==> src/rtl/msx_spi_frame_rx_if.sv <==
// Bus-request handshake between the SPI frame receiver
// and the Z80 bus-cycle engine.
interface msx_spi_frame_rx_if;
  logic        req_valid;
  logic        req_ready;
  logic [7:0]  req_cmd;
  logic [15:0] req_addr;
  logic [7:0]  req_wdata;
  logic        rsp_valid;
  logic [7:0]  rsp_rdata;

  modport master (
    output req_valid,
    input  req_ready,
    output req_cmd,
    output req_addr,
    output req_wdata,
    input  rsp_valid,
    input  rsp_rdata
  );

  modport slave (
    input  req_valid,
    output req_ready,
    input  req_cmd,
    input  req_addr,
    input  req_wdata,
    output rsp_valid,
    output rsp_rdata
  );
endinterface

==> src/rtl/msx_spi_frame_rx.sv <==
// SPI-slave (mode 0, MSB first) front end: oversamples the link,
// decodes 4-byte frames into bus requests, returns status/read data.
module msx_spi_frame_rx #(
  parameter int SYNC_STAGES = 2,
  parameter int CMD_MAX     = 4
) (
  input  logic clk,
  input  logic z80_reset,
  input  logic spi_cs,
  input  logic spi_clk,
  input  logic spi_mosi,
  output logic spi_miso,
  output logic frame_err,
  msx_spi_frame_rx_if.master bus
);

  localparam logic [7:0] CMD_LIM = 8'(CMD_MAX);

  logic [SYNC_STAGES-1:0] cs_sync;
  logic [SYNC_STAGES-1:0] sclk_sync;
  logic [SYNC_STAGES-1:0] mosi_sync;
  logic cs_s, sclk_s, mosi_s;
  logic cs_d, sclk_d;
  logic rise, fall, cs_fall, cs_rise;

  logic [2:0] bit_cnt;
  logic [1:0] byte_cnt;
  logic [7:0] rx_shift;
  logic [7:0] tx_shift;
  logic [7:0] tx_sel;
  logic [7:0] byte_in;
  logic [7:0] b_cmd, b_lo, b_hi, b_wd;
  logic       frame_done;
  logic       load_pend;
  logic       bit_last;

  logic       in_flight;
  logic       done;
  logic       overrun;
  logic       cmd_err;
  logic [7:0] rd_hold;
  logic [7:0] status;

  logic cmd_zero, cmd_bad, free;
  logic accept, drop, hs, rsp_ok;
  logic byte0_done, byte1_done;
  logic partial;

  assign cs_s   = cs_sync[SYNC_STAGES-1];
  assign sclk_s = sclk_sync[SYNC_STAGES-1];
  assign mosi_s = mosi_sync[SYNC_STAGES-1];

  assign rise    = sclk_s & ~sclk_d & ~cs_s;
  assign fall    = ~sclk_s & sclk_d & ~cs_s;
  assign cs_fall = cs_d & ~cs_s;
  assign cs_rise = ~cs_d & cs_s;

  assign bit_last = rise && (bit_cnt == 3'd7);
  assign byte_in  = {rx_shift[6:0], mosi_s};

  assign status = {bus.req_valid | in_flight, done,
                   overrun, cmd_err, 4'b0000};

  // Byte presented on MISO for the byte about to start.
  always_comb begin
    tx_sel = 8'h00;
    unique case (byte_cnt)
      2'd0:    tx_sel = status;
      2'd1:    tx_sel = rd_hold;
      default: tx_sel = 8'h00;
    endcase
  end

  assign cmd_zero = (b_cmd == 8'h00);
  assign cmd_bad  = (b_cmd > CMD_LIM);
  assign free     = !bus.req_valid &&
                    (!in_flight || bus.rsp_valid);
  assign accept   = frame_done && !cmd_zero && !cmd_bad && free;
  assign drop     = frame_done && !cmd_zero && !cmd_bad && !free;
  assign hs       = bus.req_valid && bus.req_ready;
  assign rsp_ok   = bus.rsp_valid && in_flight;

  assign byte0_done = bit_last && (byte_cnt == 2'd0);
  assign byte1_done = bit_last && (byte_cnt == 2'd1);
  assign partial    = cs_rise &&
                      ((byte_cnt != 2'd0) || (bit_cnt != 3'd0));

  assign spi_miso = ~cs_s & tx_shift[7];

  // Synchronise SPI pins and keep previous synced levels for edges.
  always_ff @(posedge clk or negedge z80_reset) begin
    if (!z80_reset) begin
      cs_sync   <= '1;
      sclk_sync <= '0;
      mosi_sync <= '0;
      cs_d      <= 1'b1;
      sclk_d    <= 1'b0;
    end else begin
      cs_sync   <= {cs_sync[SYNC_STAGES-2:0], spi_cs};
      sclk_sync <= {sclk_sync[SYNC_STAGES-2:0], spi_clk};
      mosi_sync <= {mosi_sync[SYNC_STAGES-2:0], spi_mosi};
      cs_d      <= cs_s;
      sclk_d    <= sclk_s;
    end
  end

  // Bit/byte framing, receive shift and MISO shift register.
  always_ff @(posedge clk or negedge z80_reset) begin
    if (!z80_reset) begin
      bit_cnt    <= '0;
      byte_cnt   <= '0;
      rx_shift   <= '0;
      tx_shift   <= '0;
      b_cmd      <= '0;
      b_lo       <= '0;
      b_hi       <= '0;
      b_wd       <= '0;
      frame_done <= 1'b0;
      load_pend  <= 1'b0;
    end else begin
      frame_done <= 1'b0;
      if (cs_s) begin
        bit_cnt   <= '0;
        byte_cnt  <= '0;
        load_pend <= 1'b0;
      end else begin
        if (rise) begin
          rx_shift <= byte_in;
          bit_cnt  <= bit_cnt + 3'd1;
          if (bit_cnt == 3'd7) begin
            byte_cnt  <= byte_cnt + 2'd1;
            load_pend <= 1'b1;
            unique case (byte_cnt)
              2'd0: b_cmd <= byte_in;
              2'd1: b_lo  <= byte_in;
              2'd2: b_hi  <= byte_in;
              2'd3: begin
                b_wd       <= byte_in;
                frame_done <= 1'b1;
              end
              default: ;
            endcase
          end
        end
        if (fall) begin
          if (load_pend) begin
            tx_shift  <= tx_sel;
            load_pend <= 1'b0;
          end else begin
            tx_shift <= {tx_shift[6:0], 1'b0};
          end
        end
        if (cs_fall)
          tx_shift <= tx_sel;
      end
    end
  end

  // Request issue, handshake and in-flight tracking.
  always_ff @(posedge clk or negedge z80_reset) begin
    if (!z80_reset) begin
      bus.req_valid <= 1'b0;
      bus.req_cmd   <= '0;
      bus.req_addr  <= '0;
      bus.req_wdata <= '0;
      in_flight     <= 1'b0;
      rd_hold       <= 8'h00;
    end else begin
      if (accept) begin
        bus.req_valid <= 1'b1;
        bus.req_cmd   <= b_cmd;
        bus.req_addr  <= {b_hi, b_lo};
        bus.req_wdata <= b_wd;
      end else if (hs) begin
        bus.req_valid <= 1'b0;
      end
      if (hs)
        in_flight <= 1'b1;
      else if (rsp_ok)
        in_flight <= 1'b0;
      if (rsp_ok)
        rd_hold <= bus.rsp_rdata;
    end
  end

  // Sticky status flags; a same-cycle set beats the clear.
  always_ff @(posedge clk or negedge z80_reset) begin
    if (!z80_reset) begin
      done    <= 1'b0;
      overrun <= 1'b0;
      cmd_err <= 1'b0;
    end else begin
      if (rsp_ok)
        done <= 1'b1;
      else if (byte1_done)
        done <= 1'b0;
      if (drop)
        overrun <= 1'b1;
      else if (byte0_done)
        overrun <= 1'b0;
      if (frame_done && cmd_bad)
        cmd_err <= 1'b1;
      else if (byte0_done)
        cmd_err <= 1'b0;
    end
  end

  // One-cycle error pulse for bad, dropped or partial frames.
  always_ff @(posedge clk or negedge z80_reset) begin
    if (!z80_reset)
      frame_err <= 1'b0;
    else
      frame_err <= partial || (frame_done && cmd_bad) || drop;
  end

endmodule

==> src/flat_wrapper.sv <==
// flat-port wrapper written by rule: the top's interface ports become plain ports
module msx_spi_frame_rx_flat 
#(
  parameter int SYNC_STAGES = 2,
  parameter int CMD_MAX     = 4
)
  (clk, z80_reset, spi_cs, spi_clk, spi_mosi, spi_miso, frame_err, bus_req_valid, bus_req_ready, bus_req_cmd, bus_req_addr, bus_req_wdata, bus_rsp_valid, bus_rsp_rdata);
  msx_spi_frame_rx_if bus_i ();
  input  logic clk;
  input  logic z80_reset;
  input  logic spi_cs;
  input  logic spi_clk;
  input  logic spi_mosi;
  output logic spi_miso;
  output logic frame_err;
  output wire logic [$bits(bus_i.req_valid)-1:0] bus_req_valid;
  input wire logic [$bits(bus_i.req_ready)-1:0] bus_req_ready;
  output wire logic [$bits(bus_i.req_cmd)-1:0] bus_req_cmd;
  output wire logic [$bits(bus_i.req_addr)-1:0] bus_req_addr;
  output wire logic [$bits(bus_i.req_wdata)-1:0] bus_req_wdata;
  input wire logic [$bits(bus_i.rsp_valid)-1:0] bus_rsp_valid;
  input wire logic [$bits(bus_i.rsp_rdata)-1:0] bus_rsp_rdata;
  assign bus_req_valid = bus_i.req_valid;
  assign bus_i.req_ready = bus_req_ready;
  assign bus_req_cmd = bus_i.req_cmd;
  assign bus_req_addr = bus_i.req_addr;
  assign bus_req_wdata = bus_i.req_wdata;
  assign bus_i.rsp_valid = bus_rsp_valid;
  assign bus_i.rsp_rdata = bus_rsp_rdata;
  msx_spi_frame_rx #(.SYNC_STAGES(SYNC_STAGES), .CMD_MAX(CMD_MAX)) u_core (.clk(clk), .z80_reset(z80_reset), .spi_cs(spi_cs), .spi_clk(spi_clk), .spi_mosi(spi_mosi), .spi_miso(spi_miso), .frame_err(frame_err), .bus(bus_i));
endmodule
==> config.mk <==
export PLATFORM = sky130hd
export DESIGN_NAME = msx_spi_frame_rx_flat
export DESIGN_NICKNAME = d
export VERILOG_FILES = /design/src/rtl/msx_spi_frame_rx_if.sv /design/src/rtl/msx_spi_frame_rx.sv /design/src/flat_wrapper.sv
export SDC_FILE = /design/constraint.sdc
export NUM_CORES = 1
export LEC_CHECK = 0
export CORE_UTILIZATION = 50
export DETAILED_ROUTE_END_ITERATION = 10
export GPL_ROUTABILITY_DRIVEN = 0
export PLACE_DENSITY = 0.71
export SLEW_MARGIN = 20
export SYNTH_ARGS = -nofsm -noshare
export SYNTH_HDL_FRONTEND = slang
export SYNTH_SLANG_ARGS = --single-unit
export TNS_END_PERCENT = 1
==> constraint.sdc <==
create_clock -name clk -period 1.8 [get_ports clk]
set_input_delay 0.27 -clock clk [delete_from_list [all_inputs] [get_ports clk]]
set_output_delay 0.27 -clock clk [all_outputs]
set_load 0.02 [all_outputs]
==> summary.txt <==
Run status
  – Status: finished, violations left
  – Failing checks: setup timing

Global route
  – Global-route wire length before repair: 12.3 mm
  – Largest net degree at the start of global routing: between 40 and 50
  – Total GRT Usage: 0.184
  – Grt total ovfl: 0
  – Vias in the first global route: approximately 2,500
  – Initial antenna violation count: 0

Synth
  – Cells after synthesis: 287
  – Yosys cell types: 35
  – Mapped cell area: 0.00426 mm^2
  – Synth top cells by count: dfrtp_1, mux2_2, mux2_1
  – Largest cells by area after synthesis: dfrtp_1, mux2_2, mux2_1
  – Count leader, synth: dfrtp_1
  – Part of the Yosys area used for sequential elements: 0.635
  – Dominant cell type by area after synthesis: dfrtp_1
  – Syn Nets: between 300 and 400
  – Ys flop type: dfrtp_1
  – Seq cells post-synth: roughly 110
  – Post-synth EDFFs: 0
  – Share of Yosys cell area claimed by the top area cell type: 0.617
  – Syn Area/Cell: roughly 15 um^2
  – Fraction of registers with async set/reset: 1.00
  – Syn. warnings: 0

Routing
  – Avg WL per Cell: 16.4 um
  – Routed Antenna Nets: 0
  – First DRT Iteration DRCs: approximately 120
  – Via count: 2,448
  – WL final: ~7.7 mm
  – DRC Markers: 0
  – Drt pass-1 iters: 5
  – Vias/cell: between 5 and 6

Finish
  – Synthesis-to-layout area growth: 25.7%
  – Final instance area: ~0.0054 mm^2
  – Fin nets: 381
  – Ant. Diodes: 0
  – Share of cells above drive strength 1: 0.321

Setup path
  – Critical path class: reg2reg
  – CP cell instances: nor3_2, nand4_1, nor3b_4, buf_4, clkbuf_16, mux2_2
  – CP required: slightly above 2 ns
  – CP peak stage delay: around 0.40 ns
  – CP max stage cell: dfrtp_1
  – Worst EP arrival: just over 2 ns
  – Startpoint types: register
  – Critical path peak fanout: 7
  – CP Capture Type: register

Pwr
  – NetSw: 1.03 mW
  – PwrDens: 825 mW/mm^2
  – Pint: between 3 and 4 mW
  – Clock power frac: 0.331
  – Comb pwr share: 0.061
  – Net switching fraction of the power: 0.234
  – Leak: roughly 2.6 nW
  – Peak VDD IR: 0.535 mV
  – Sequential power share: 0.608

Die
  – Die Footprint: around 0.009 mm^2
  – Core area: a little over 0.008 mm^2
  – Vert. Die Dim: 94.3 um
  – Initial Utilization: 0.518
  – Cell Rows: 33
  – Die Width: around 94 um
  – Ports: 50

STA
  – Final Setup Violations: 15
  – RSZ-0062 raised after global routing: true
  – TNS Setup: -0.100 ns
  – Layout Skew: between 0.01 and 0.015 ns
  – Final period utilization: 1.01
  – Rel. slew slack: 0.760
  – Worst-Margin Slew: between 0.3 and 0.4 ns
  – Final WS setup: -0.0162 ns
  – Min Tclk post-route: between 1.5 and 2 ns
  – Hold WS: roughly 0.32 ns
  – Fmax: ~0.55 GHz
  – Max Transition Viols Final: 0
  – Hold Vio Cnt, Final: 0

Placed design
  – IO buf count: 49
  – Dpl hpwl: about 5 mm
  – Area after DPL: between 0.004 and 0.005 mm^2

Clock network
  – H-tree levels: 3
  – Sink Count: roughly 110
  – CTS buffer count: 9
  – Clock Latency Late Sink: 0.36 ns
  – CTS tree: done
  – CTS max path bufs: 2
  – Clk slew on worst S/H paths: about 0.10 ns
  – CTS root buf: clkbuf_8

Hold path
  – Hold Path Class: in2reg

Run
  – Max_cap viols: 0
[cells in the final DEF, fill, tap and decap left out, drive strengths merged, types with 3 or more instances in the layout]
cell             n
dfrtp          105
clkdlybuf4s50   47
inv              8
mux2i            7
o31ai            5
nor2             8
o21ai            7
dfstp            3
nand3            5
and2             3
buf             19
nand2           15
ha               7
mux2            74
nor2b           10
a221oi           3
clkbuf          13
[per-stage QoR]
stage               instances  setup slack [ns]  power [mW]   util
floorplan                 287            0.0854        2.82      -
global placement          445           -0.0721        2.99  0.604
detailed placement        445           -0.0901        3.00  0.604
CTS                       463           -0.0257        4.47  0.631
global route              469           -0.0947        4.62  0.651
finish                    469           -0.0162        4.42  0.651
[sequential cells by signal, indices dropped and copies added (netlist names), 3 cells and up]
register / flops
u_core.b_hi: 8
u_core.b_cmd: 8
u_core.bus.req_cmd: 8
u_core.rx_shift: 7
u_core.bus.req_wdata: 8
u_core.tx_shift: 8
u_core.bus.req_addr: 16
u_core.bit_cnt: 3
u_core.b_lo: 8
u_core.b_wd: 8
u_core.rd_hold: 8
[power by group through the flow]
stage / registers [mW] / logic, mW / clock network, mW
floorplan: 2.68 / 0.149 / 0
global placement: 2.73 / 0.260 / 0
detailed placement: 2.74 / 0.268 / 0
CTS: 2.69 / 0.275 / 1.51
global route: 2.71 / 0.299 / 1.61
finish: 2.69 / 0.269 / 1.46
[area by class of cell]
class,instances,area [um^2]
Clock buffer,11,141
Sequential cell,108,2710
Timing Repair Buffer,70,739
Inverter,7,26.3
Fill cell,637,2860
Tap cell,105,131
Clock inverter,5,60.1
Multi-Input combinational cell,163,1550
[what timing repair did]
| item | in CTS | in global routing |
|---|---|---|
| pin swaps | 0 | 3 |
| hold buffers | 1 | 0 |
| hold endpoints to repair | 24 | 0 |
| cloned | 0 | 2 |
| gates resized for setup | 1 | 24 |
| endpoints found under the setup margin | 28 | 28 |
| setup buffers | 1 | 4 |
[per-layer routing]
layer	global-route usage	vias to the layer above	part of all wire
li1	-	1140	-
met5	0	-	0
met4	0.0474	0	0.0074
met2	0.299	35	0.51
met1	0.241	1267	0.45
met3	0.0526	6	0.028
[worst max-delay path: cells and delay by family (launching register included)]
family | cells | cell delay [ns]
DFF | 1 | 0.40
buffers and inverters | 2 | 0.30
and+or+nand+nor | 3 | 0.67
muxes | 1 | 0.32
[worst paths after layout]
check                               startpoint                    end  slack, ns  cells after the start
max in group asynchronous            z80_reset      u_core.cs_sync[1]       0.83                      3
setup / recovery               u_core.b_cmd[5]  u_core.bus.req_cmd[2]      -0.02                      6
hold reg to reg            u_core.sclk_sync[0]    u_core.sclk_sync[1]       0.36                      0
setup reg to reg               u_core.b_cmd[5]  u_core.bus.req_cmd[2]      -0.02                      6
min in group asynchronous            z80_reset         u_core.b_wd[7]       0.36                      2
hold / removal                          spi_cs      u_core.cs_sync[0]       0.32                      1
[logic make-up after synthesis]
family,share of synthesized area
muxes,0.212
and+or+nand+nor,0.0705
DFF,0.635
buffers and inverters,0.0217
xor gates and xnor gates,0.00411
adders and majority gates,0.0206
AOI/OAI and AO/OA,0.0355
(Power assumes the default switching activity.)
